**src/rtl/wb_scoreboard_arbiter.sv**
```systemverilog
// Write-back front end: per-register busy scoreboard, hazard detection, and
// round-robin arbitration of ALU/LSU results onto the single register file write port.
module wb_scoreboard_arbiter #(
    parameter int XLEN = 32,
    parameter int AW   = 5
) (
    input  logic            clk,
    input  logic            reset,

    input  logic            issue_valid,
    input  logic [AW-1:0]   issue_rd,
    output logic            issue_ready,

    input  logic [AW-1:0]   rs1_address,
    input  logic [AW-1:0]   rs2_address,
    output logic            hazard,

    input  logic            alu_valid,
    input  logic [AW-1:0]   alu_rd,
    input  logic [XLEN-1:0] alu_data,
    output logic            alu_ready,

    input  logic            lsu_valid,
    input  logic [AW-1:0]   lsu_rd,
    input  logic [XLEN-1:0] lsu_data,
    output logic            lsu_ready,

    output logic            wb_write_enable,
    output logic [AW-1:0]   wb_rd_address,
    output logic [XLEN-1:0] wb_write_data,
    output logic            wb_error
);

    localparam int NREG = 1 << AW;

    typedef enum logic {
        SRC_ALU = 1'b0,
        SRC_LSU = 1'b1
    } src_e;

    logic [NREG-1:0] busy;
    logic [NREG-1:0] busy_next;
    src_e            last_grant;

    logic            alu_grant;
    logic            lsu_grant;
    logic            any_grant;
    logic [AW-1:0]   grant_rd;
    logic [XLEN-1:0] grant_data;
    logic            issue_fire;
    logic            grant_error;

    // NOTE: every signal assigned in this block gets a default first, so no
    // path leaves a value unassigned and no latch is inferred.
    always_comb begin
        issue_ready = !busy[issue_rd] || (wb_write_enable && wb_rd_address == issue_rd);
        hazard      = busy[rs1_address] | busy[rs2_address];
        issue_fire  = issue_valid && issue_ready;

        // Reset drops the grant so no result is consumed while the write is suppressed.
        alu_grant   = !reset && alu_valid && (!lsu_valid || last_grant == SRC_LSU);
        lsu_grant   = !reset && lsu_valid && (!alu_valid || last_grant == SRC_ALU);
        any_grant   = alu_grant || lsu_grant;
        grant_rd    = lsu_grant ? lsu_rd   : alu_rd;
        grant_data  = lsu_grant ? lsu_data : alu_data;
        alu_ready   = alu_grant;
        lsu_ready   = lsu_grant;

        grant_error = any_grant && (grant_rd != '0) && !busy[grant_rd]
                      && !(issue_fire && issue_rd == grant_rd);

        // Clear for the retiring write first, then the issue set, so set wins.
        busy_next = busy;
        if (wb_write_enable) begin
            busy_next[wb_rd_address] = 1'b0;
        end
        if (issue_fire) begin
            busy_next[issue_rd] = 1'b1;
        end
        busy_next[0] = 1'b0;
    end

    // NOTE: sequential state uses non-blocking assignments so every register
    // samples the pre-edge values regardless of statement order.
    always_ff @(posedge clk) begin
        if (reset) begin
            busy            <= '0;
            last_grant      <= SRC_LSU;
            wb_write_enable <= 1'b0;
            wb_rd_address   <= '0;
            wb_write_data   <= '0;
            wb_error        <= 1'b0;
        end else begin
            busy            <= busy_next;
            wb_write_enable <= any_grant && (grant_rd != '0);
            if (any_grant) begin
                last_grant <= lsu_grant ? SRC_LSU : SRC_ALU;
            end
            // Address/data only move when a real write goes out; otherwise they hold.
            if (any_grant && grant_rd != '0) begin
                wb_rd_address <= grant_rd;
                wb_write_data <= grant_data;
            end
            if (grant_error) begin
                wb_error <= 1'b1;
            end
        end
    end

endmodule

```
**config.mk**
```make
export PLATFORM = sky130hd
export DESIGN_NAME = wb_scoreboard_arbiter
export DESIGN_NICKNAME = d
export VERILOG_FILES = /design/src/rtl/wb_scoreboard_arbiter.sv
export SDC_FILE = /design/constraint.sdc
export NUM_CORES = 1
export LEC_CHECK = 0
export ABC_AREA = 1
export CORE_ASPECT_RATIO = 0.5
export CORE_UTILIZATION = 35
export CTS_BUF_LIST = sky130_fd_sc_hd__clkbuf_4 sky130_fd_sc_hd__clkbuf_8
export DETAILED_ROUTE_END_ITERATION = 8
export SLEW_MARGIN = 15
export SYNTH_ARGS = -nofsm -noshare
export SYNTH_HDL_FRONTEND = slang
export SYNTH_SLANG_ARGS = --single-unit
```
**constraint.sdc**
```tcl
create_clock -name clk -period 3.15 [get_ports clk]
set_input_delay 0.63 -clock clk [delete_from_list [all_inputs] [get_ports clk]]
set_output_delay 0.63 -clock clk [all_outputs]
set_load 0.1 [all_outputs]
```
* Word level (Yosys, flattened, before mapping) *
Cells that the tools add are included.

cells by class
  bitwise logic cells = 5
  multiplexer cells = 17
  $lt $le $gt $ge = 7
  eq/ne operators = 2
  reductions and logical operators = 23

operators with widths
  cell                number
  $mux 32             3
  $and 32x32->32      1
  $not 32->32         1
  $or 32x32->32       1
  $lt 5x6->1 const B  5
  $bmux 1 s5          4
  $logic_and 1x1->1   12
  $demux 1 s5         2
  $eq 5x5->1          2
  $ge 5x1->1 const B  2
  $mux 1              7
  $logic_not 1->1     6
  $mux 5              1
  $reduce_bool 5->1   1
  $logic_or 1x1->1    4
  $not 1->1           1
  $or 1x1->1          1

word-level totals
  bits in registers = 72
  input port bits = 94
  word-level logic and storage cells = 61

* Depth between registers and ports, before layout *
  word-level depth = 9
  mapped depth = 16

* Least setup slack after synthesis *
Ideal clock, no wire load.

  path type = input -> output
  start point = in rs2_address[0]
  end point = out hazard
  arrival = 2.989 ns
  slack = -0.469 ns
  required time = 2.520 ns
  stages on the path = 6
  path through = clkbuf_1 > clkbuf_1 > a21oi_1 > o31ai_1 > o21ai_0 > o211ai_1

between the ends
  word-level cells in the longest chain between the ends = 3

RTL lines
  item                          line  source
  start, declared               15    input logic [AW-1:0] rs2_address,
  $bmux 1 s5                    57    hazard = busy[rs1_address] | busy[rs2_address];
  $mux 1 (not written as such)  57
  $or 1x1->1                    57
  end, declared                 16    output logic hazard,

Every way passes these cells. The select of a mux whose other input is x is not followed.

* Worst setup path after layout *
  start point = in issue_rd[2]
  end point = out issue_ready

between the ends
  word-level cells in the longest chain between the ends = 4

RTL lines
  item                          line  source
  start, declared               11    input logic [AW-1:0] issue_rd,
  $bmux 1 s5                    56    issue_ready = !busy[issue_rd] || (wb_write_enable && wb_rd_address == issue_rd);
  $mux 1 (not written as such)  56
  $logic_not 1->1               56
  $logic_or 1x1->1 *            56
  end, declared                 12    output logic issue_ready,

Mark *: on every way between the ends. The rest lies on a longest branch, timed or not. The select of a mux whose other input is x is not followed.

==> impl_metrics.py <==
metrics = {
    "sta": {
        "tns_ns": 0,
        "hold_ws_ns": 0.4527,
        "relSlewSlack_pct": 61.70,
        "skew_ns": 0.01616,
        "min_period_ns": 2.967,
        "slew_viol_final": 0,
        "setup_viol": 0,
        "rsz0062_at_grt": "false",
        "setup_ws_ns": 0.1832,
        "fmax_mhz": 337.1,
        "hold_viol_final": 0,
        "period_share_pct": 94.18,
        "tightest_slew_ns": 0.5723,
    },
    "power_and_ir_drop": {
        "p_clk_share_pct": 24.7,
        "p_int_w": 0.001555,
        "comb_power_share_pct": 38.4,
        "pwr-share-seq_pct": 36.9,
        "switchingPower_w": 0.001154,
        "leakage_nw": 2.624,
        "power_per_cell_area_nw_per_um2": 431.7,
        "swShare_pct": 42.60,
        "peakVddDrop_mv": 0.1949,
    },
    "critical_path": {
        "r2r.worst_path.cells": 11,
        "startpoint_type": "input pin",
        "reg2reg_from": "last_grant",
        "crit_path_end_kind": "output pin",
        "rr_endpoint": "wb_write_data[23]",
        "r2r_setup_slack_ns": 1.02,
        "startpoint": "issue_rd[2]",
        "crit_fanout": 6,
        "crit_required_ns": 2.52,
        "worstPathArrival_ns": 2.34,
        "path_class": "input pin to output pin",
    },
    "floorplan": {
        "fp.dieW_um": 162.7,
        "fp.dieH_um": 82.35,
        "rows": 28,
        "core_area_um2": 12190,
        "die-area_um2": 13400,
        "ioPinCount": 137,
        "start_util_pct": 37.07,
    },
    "routing": {
        "drc": 0,
        "drtAntennaViolNets": 0,
        "firstDrtPassIters": 5,
        "drt_wl_total_um": 17730,
        "drtIter0Drc": 650,
        "vias_per_cell": 5.423,
        "num_vias": 5629,
        "wl_per_cell_um": 17.08,
    },
    "placement": {
        "place.gp.congestion": 0.9084,
        "numPortBuffers": 136,
        "dp_hpwl_um": 12950,
        "post_dp_cell_area_um2": 6096,
        "dpl.cell_count": 1022,
        "preCtsSetupSlack_ns": 0.1819,
    },
    "synth": {
        "yosysTopAreaCellShare_pct": 31.45,
        "synth_common_cells": "nand2_1 (207), nand3_1 (99), o21ai_0 (90), dfxtp_1 (71), a21oi_1 (68)",
        "synth_area_leader_cell": "dfxtp_1",
        "synth.area.top_cells": "dfxtp_1 (31%), nand2_1 (17%), nand3_1 (11%)",
        "synth_ff_type": "dfxtp_1",
        "synth-seq-cells": 71,
        "syn_area_um2": 4519,
        "synthArstFlopShare_pct": 0,
        "ys_seq_area_share_pct": 31.45,
        "synthCells": 731,
        "synth_enable_flop_cells": 0,
        "synth_most_common_cell": "nand2_1",
        "ys_warn_count": 0,
        "yosysUniqueCellTypes": 33,
        "synth_nets": 825,
        "syn_area_per_cell_um2": 6.182,
    },
    "cts": {
        "cts_max_level": 3,
        "cts-root-buf": "clkbuf_8",
        "cts_setup_buffers": 0,
        "clk_pin_slew_worst_paths_ns": 0.07,
        "cts_sinks": 71,
        "cts_tree": "built",
        "cts_buffer_depth": 2,
        "insertion_delay_ns": 0.36,
        "cts_buffers": 9,
    },
    "hold_path": {
        "min-delay-start": "wb_error",
        "hold_path.class": "register to register",
        "hold_depth": 2,
        "hold_path_end": "wb_error",
    },
    "global_routing": {
        "grt_overflow": 0,
        "grt_max_degree": 73,
        "antenna_found_initial": 0,
        "grt_pass1_wl_um": 27480,
        "grt_pass1_vias": 5046,
        "track_usage_pct": 26.87,
    },
    "final_layout": {
        "fin_area_um2": 6275,
        "layout.nets": 962,
        "areaGrowthSynthToFinish_pct": 38.84,
        "fill_cells": 1237,
        "drive_gt1_share_pct": 12.83,
        "final_cells": 1038,
        "antenna_cells": 0,
    },
    "run_status": {
        "status": "finished clean",
    },
    "run": {
        "drv_cap": 0,
    },
}
==> flip-flops by register name, summed over array words and instances, names as in the netlist <==
register	count
wb_rd_address	5
wb_write_enable	1
last_grant	1
wb_error	1
busy	31
wb_write_data	32
==> cell families (layout without fill, tap and decap cells) <==
logic type             after synthesis  after routing  share of synthesized area (%)
AND/OR/NAND/NOR                    342            342                          33.44
AO/OA/AOI/OAI                      214            214                          25.39
buffers and inverters              104            246                          9.718
flip-flops                          71             71                          31.45
==> worst max-delay path, cell delays in order <==
cell             delay, ns
clkdlybuf4s50_1       0.58
inv_2                 0.12
nor3_1                0.22
buf_4                 0.20
nand2_1               0.10
nand2_1               0.09
nor2_1                0.05
nand2_2               0.06
nand2_1               0.10
buf_12                0.18
==> metrics by stage <==
| step | util [%] | total power (W) |
|---|---|---|
| after floorplan | - | 0.001709 |
| after global placement | 50.00 | 0.002051 |
| after detailed placement | 50.00 | 0.002052 |
| after CTS | 51.41 | 0.002714 |
| after global routing | 51.47 | 0.002832 |
| final | 51.47 | 0.002709 |
==> cell usage in the layout, fill, tap and decap left out, types with 4 or more instances in the layout <==
| cell | synthesis | final |
|---|---|---|
| o22ai_1 | 4 | 4 |
| o21ai_1 | 10 | 13 |
| buf_4 | 4 | 65 |
| nand2_2 | 4 | 4 |
| buf_12 | 0 | 7 |
| a31oi_1 | 34 | 34 |
| inv_2 | 7 | 9 |
| nand2_1 | 207 | 207 |
| nor2_1 | 10 | 10 |
| a21oi_1 | 68 | 68 |
| dfxtp_1 | 71 | 71 |
| nand3_1 | 99 | 99 |
| clkdlybuf4s50_1 | 0 | 93 |
| nor3_1 | 6 | 6 |
| nand4_1 | 6 | 6 |
| inv_1 | 55 | 53 |
| clkbuf_8 | 0 | 9 |
| o21ai_0 | 90 | 87 |
==> metal layers <==
layer	up-vias	share of wire, %	GRT usage (%)
li1	2775	-	-
met1	2503	43	35.14
met2	307	43	41.15
met3	44	12	8.791
met4	0	2.5	10.37
met5	-	0	0
==> area by class of cell <==
type / instances / area, um^2 / share of cell area [%]
Clock buffer: 9 / 123.9 / 1.974
Clock inverter: 7 / 47.55 / 0.7577
Inverter: 64 / 246.5 / 3.928
Multi-Input combinational cell: 556 / 2659 / 42.37
Sequential cell: 71 / 1421 / 22.65
Tap cell: 165 / 206.4 / 3.290
Timing Repair Buffer: 166 / 1570 / 25.02
==> worst max-delay path by stage <==
stage / endpoint / slack, ns
6_report: issue_ready / 0.18
2_1_floorplan: hazard / -0.27
3_3_place_gp: hazard / 0.18
4_1_cts: hazard / 0.18
5_1_grt: hazard / 0.007
3_5_place_dp: hazard / 0.18
==> repair_timing <==
| action | in CTS | in global routing |
|---|---|---|
| endpoints found under the setup margin | 0 | 1 |
| resized for setup | 0 | 4 |
| hold buffers | 0 | 0 |
| hold endpoints to repair | 0 | 0 |
==> power groups by stage <==
stage / clock [W] / sequential (W) / combinational (W)
4_1_cts: 0.000681 / 0.00100 / 0.00103
3_5_place_dp: 0 / 0.00102 / 0.00103
5_1_grt: 0.000722 / 0.00101 / 0.00110
2_1_floorplan: 0 / 0.00137 / 0.000337
6_report: 0.000669 / 0.00100 / 0.00104
3_3_place_gp: 0 / 0.00102 / 0.00103
Note: power is estimated with default switching activity, not from simulation.
==> RTL change: new RTL, same flow settings <==
The parameter `XLEN` goes from 32 to 16.
--- a/src/rtl/wb_scoreboard_arbiter.sv
+++ b/src/rtl/wb_scoreboard_arbiter.sv
@@ -1,7 +1,7 @@
 // Write-back front end: per-register busy scoreboard, hazard detection, and
 // round-robin arbitration of ALU/LSU results onto the single register file write port.
 module wb_scoreboard_arbiter #(
-    parameter int XLEN = 32,
+    parameter int XLEN = 16,
     parameter int AW   = 5
 ) (
     input  logic            clk,
Interface: changed (resized alu_data, lsu_data and wb_write_data); port bits go from 137 to 89. No check against the original RTL was run, so the function may have changed too.
==> RTL change against the unedited design <==
Wire length shrank 17%; critical path type unchanged; largest power group is now sequential cells; design area shrank 20%; largest cell class unchanged; synthesized area shrank 15%; global-route usage shrank 0.56 points; total power shrank 30%; setup slack lost 0.0085 ns; synthesized cell count shrank 13%; sequential cell count shrank 16; combinational power shrank 30%.
==> RTL change: results (changes against the unedited design) <==
GRT
  • Largest net degree at the start of global routing: 40 (-45%)
  • First-pass GRT wire length: 22.5 mm (-18%)
  • GR met1 Demand/Resource: 0.373 (+0.0214)
  • Total GRT Usage: 0.263 (-0.00563)
  • M3 GR Usage: 0.0707 (-0.0173)
  • GR Layer Usage met2: 0.382 (-0.0298)
  • Vias in the first global route: 4,161 (-18%)

Place
  • Cell Area, Placed: 4910 um^2 (-19%)
  • Port Buffers: 88 (-35%)
  • Dpl cells: 860 (-16%)
  • Final HPWL DP: 10.8 mm (-16%)
  • DP Worst Slack: 0.127 ns (-0.0548 ns)
  • GPL Wtd Cong: 0.980 (+7.8%)

CTS
  • Worst-path clk slew: 0.10 ns (+0.03 ns)
  • Longest Clk Path Bufs: 2 (unchanged)
  • CTS H-tree lvls: 2 (-1)
  • Insertion delay to the later sink of the worst-skew pair: 0.32 ns (-0.04 ns)
  • TritonCTS buffer count: 5 (-4)

Drt
  • Total wire length: 14.8 mm (-17%)
  • Metal3 WL: 1.63 mm (-20%)
  • Metal-1 WL: 6.90 mm (-9.7%)
  • Vias: 4,758 (-15%)
  • Drt pass-1 iters: 6 (+1)
  • Met2 wire len: 5.96 mm (-22%)

Yosys
  • Synth area leaders: dfxtp_1 (29%), nand2_1 (17%), nand3_1 (13%)
  • Yosys cell types: 31 (-6.1%)
  • Post-synthesis sequential area ratio: 0.288 (-0.0265)
  • Syn_area_per_cell: 6.00 um^2 (-2.9%)
  • Post-synth top cells: nand2_1 (172), nand3_1 (99), a21oi_1 (68)
  • Mapped Nets: 699 (-15%)

Pwr
  • Max IR drop VDD: 211 uV (+8.0%)
  • Clock power frac: 0.214 (-0.033)
  • Internal power: 0.00112 W (-28%)
  • Comb pwr share: 0.383 (about the same)
  • Switch share: 0.410 (-0.0158)
  • Leak pwr: 2.09 nW (-20%)

Timing
  • Skew final: 0.00467 ns (-0.0115 ns)
  • Tcrit/Tclk final: 0.945 (+0.00270)
  • Slew @ Worst Pin: 0.568 ns (-0.00437 ns)
  • Worst hold slack: 0.469 ns (+0.0162 ns)

Worst setup path
  • Critical-path maximum fanout: 9 (+3)
  • Crit path to: hazard
  • CP startpoint: rs2_address[1]
  • WS Path Type: in -> out
  • R2r endpoint: wb_write_data[1]
  • Slack of the worst reg-to-reg path: 1.11 ns (+0.09 ns)

Status
  • Status: finished, final reports clean

Cells and area
  • Fraction of layout cells with a size suffix above 1: 0.110 (-0.0186)
  • Nets: 790 (-18%)
  • Final std cells w/o fill: 869 (-16%)
  • Biggest regs: busy (31), wb_write_data (16), wb_rd_address (5)

Hold path
  • Hold endpoint: wb_error
==> RTL change: final cells by class <==
type	count	area, um^2
fillers	1115	5400
multi-input cells	489	2320
flip-flops and latches	55	1100
repair buffers	114	1090
inverters	62	239
well taps	140	175
clock buffers	6	76.3
clock inverters	2	12.5
repair inverters	1	5.00
==> RTL change: logic make-up after synthesis <==
kind of cell,share of synthesized area
flops,0.288
simple gates,0.354
buf+inv,0.105
compound gates,0.253
==> RTL change: worst max-delay path: stages <==
cell and delay (ns):
clkdlybuf4s50_1 0.48, clkinv_1 0.21, a21oi_1 0.16, o21ai_0 0.10, a21oi_1 0.19, o21ai_1 0.09
o211ai_1 0.27, buf_12 0.21
==> RTL change: what timing repair did <==
item / in CTS / in global routing
endpoints found under the setup margin: 0 / 1
hold endpoints to repair: 0 / 0
resized for setup: 0 / 2
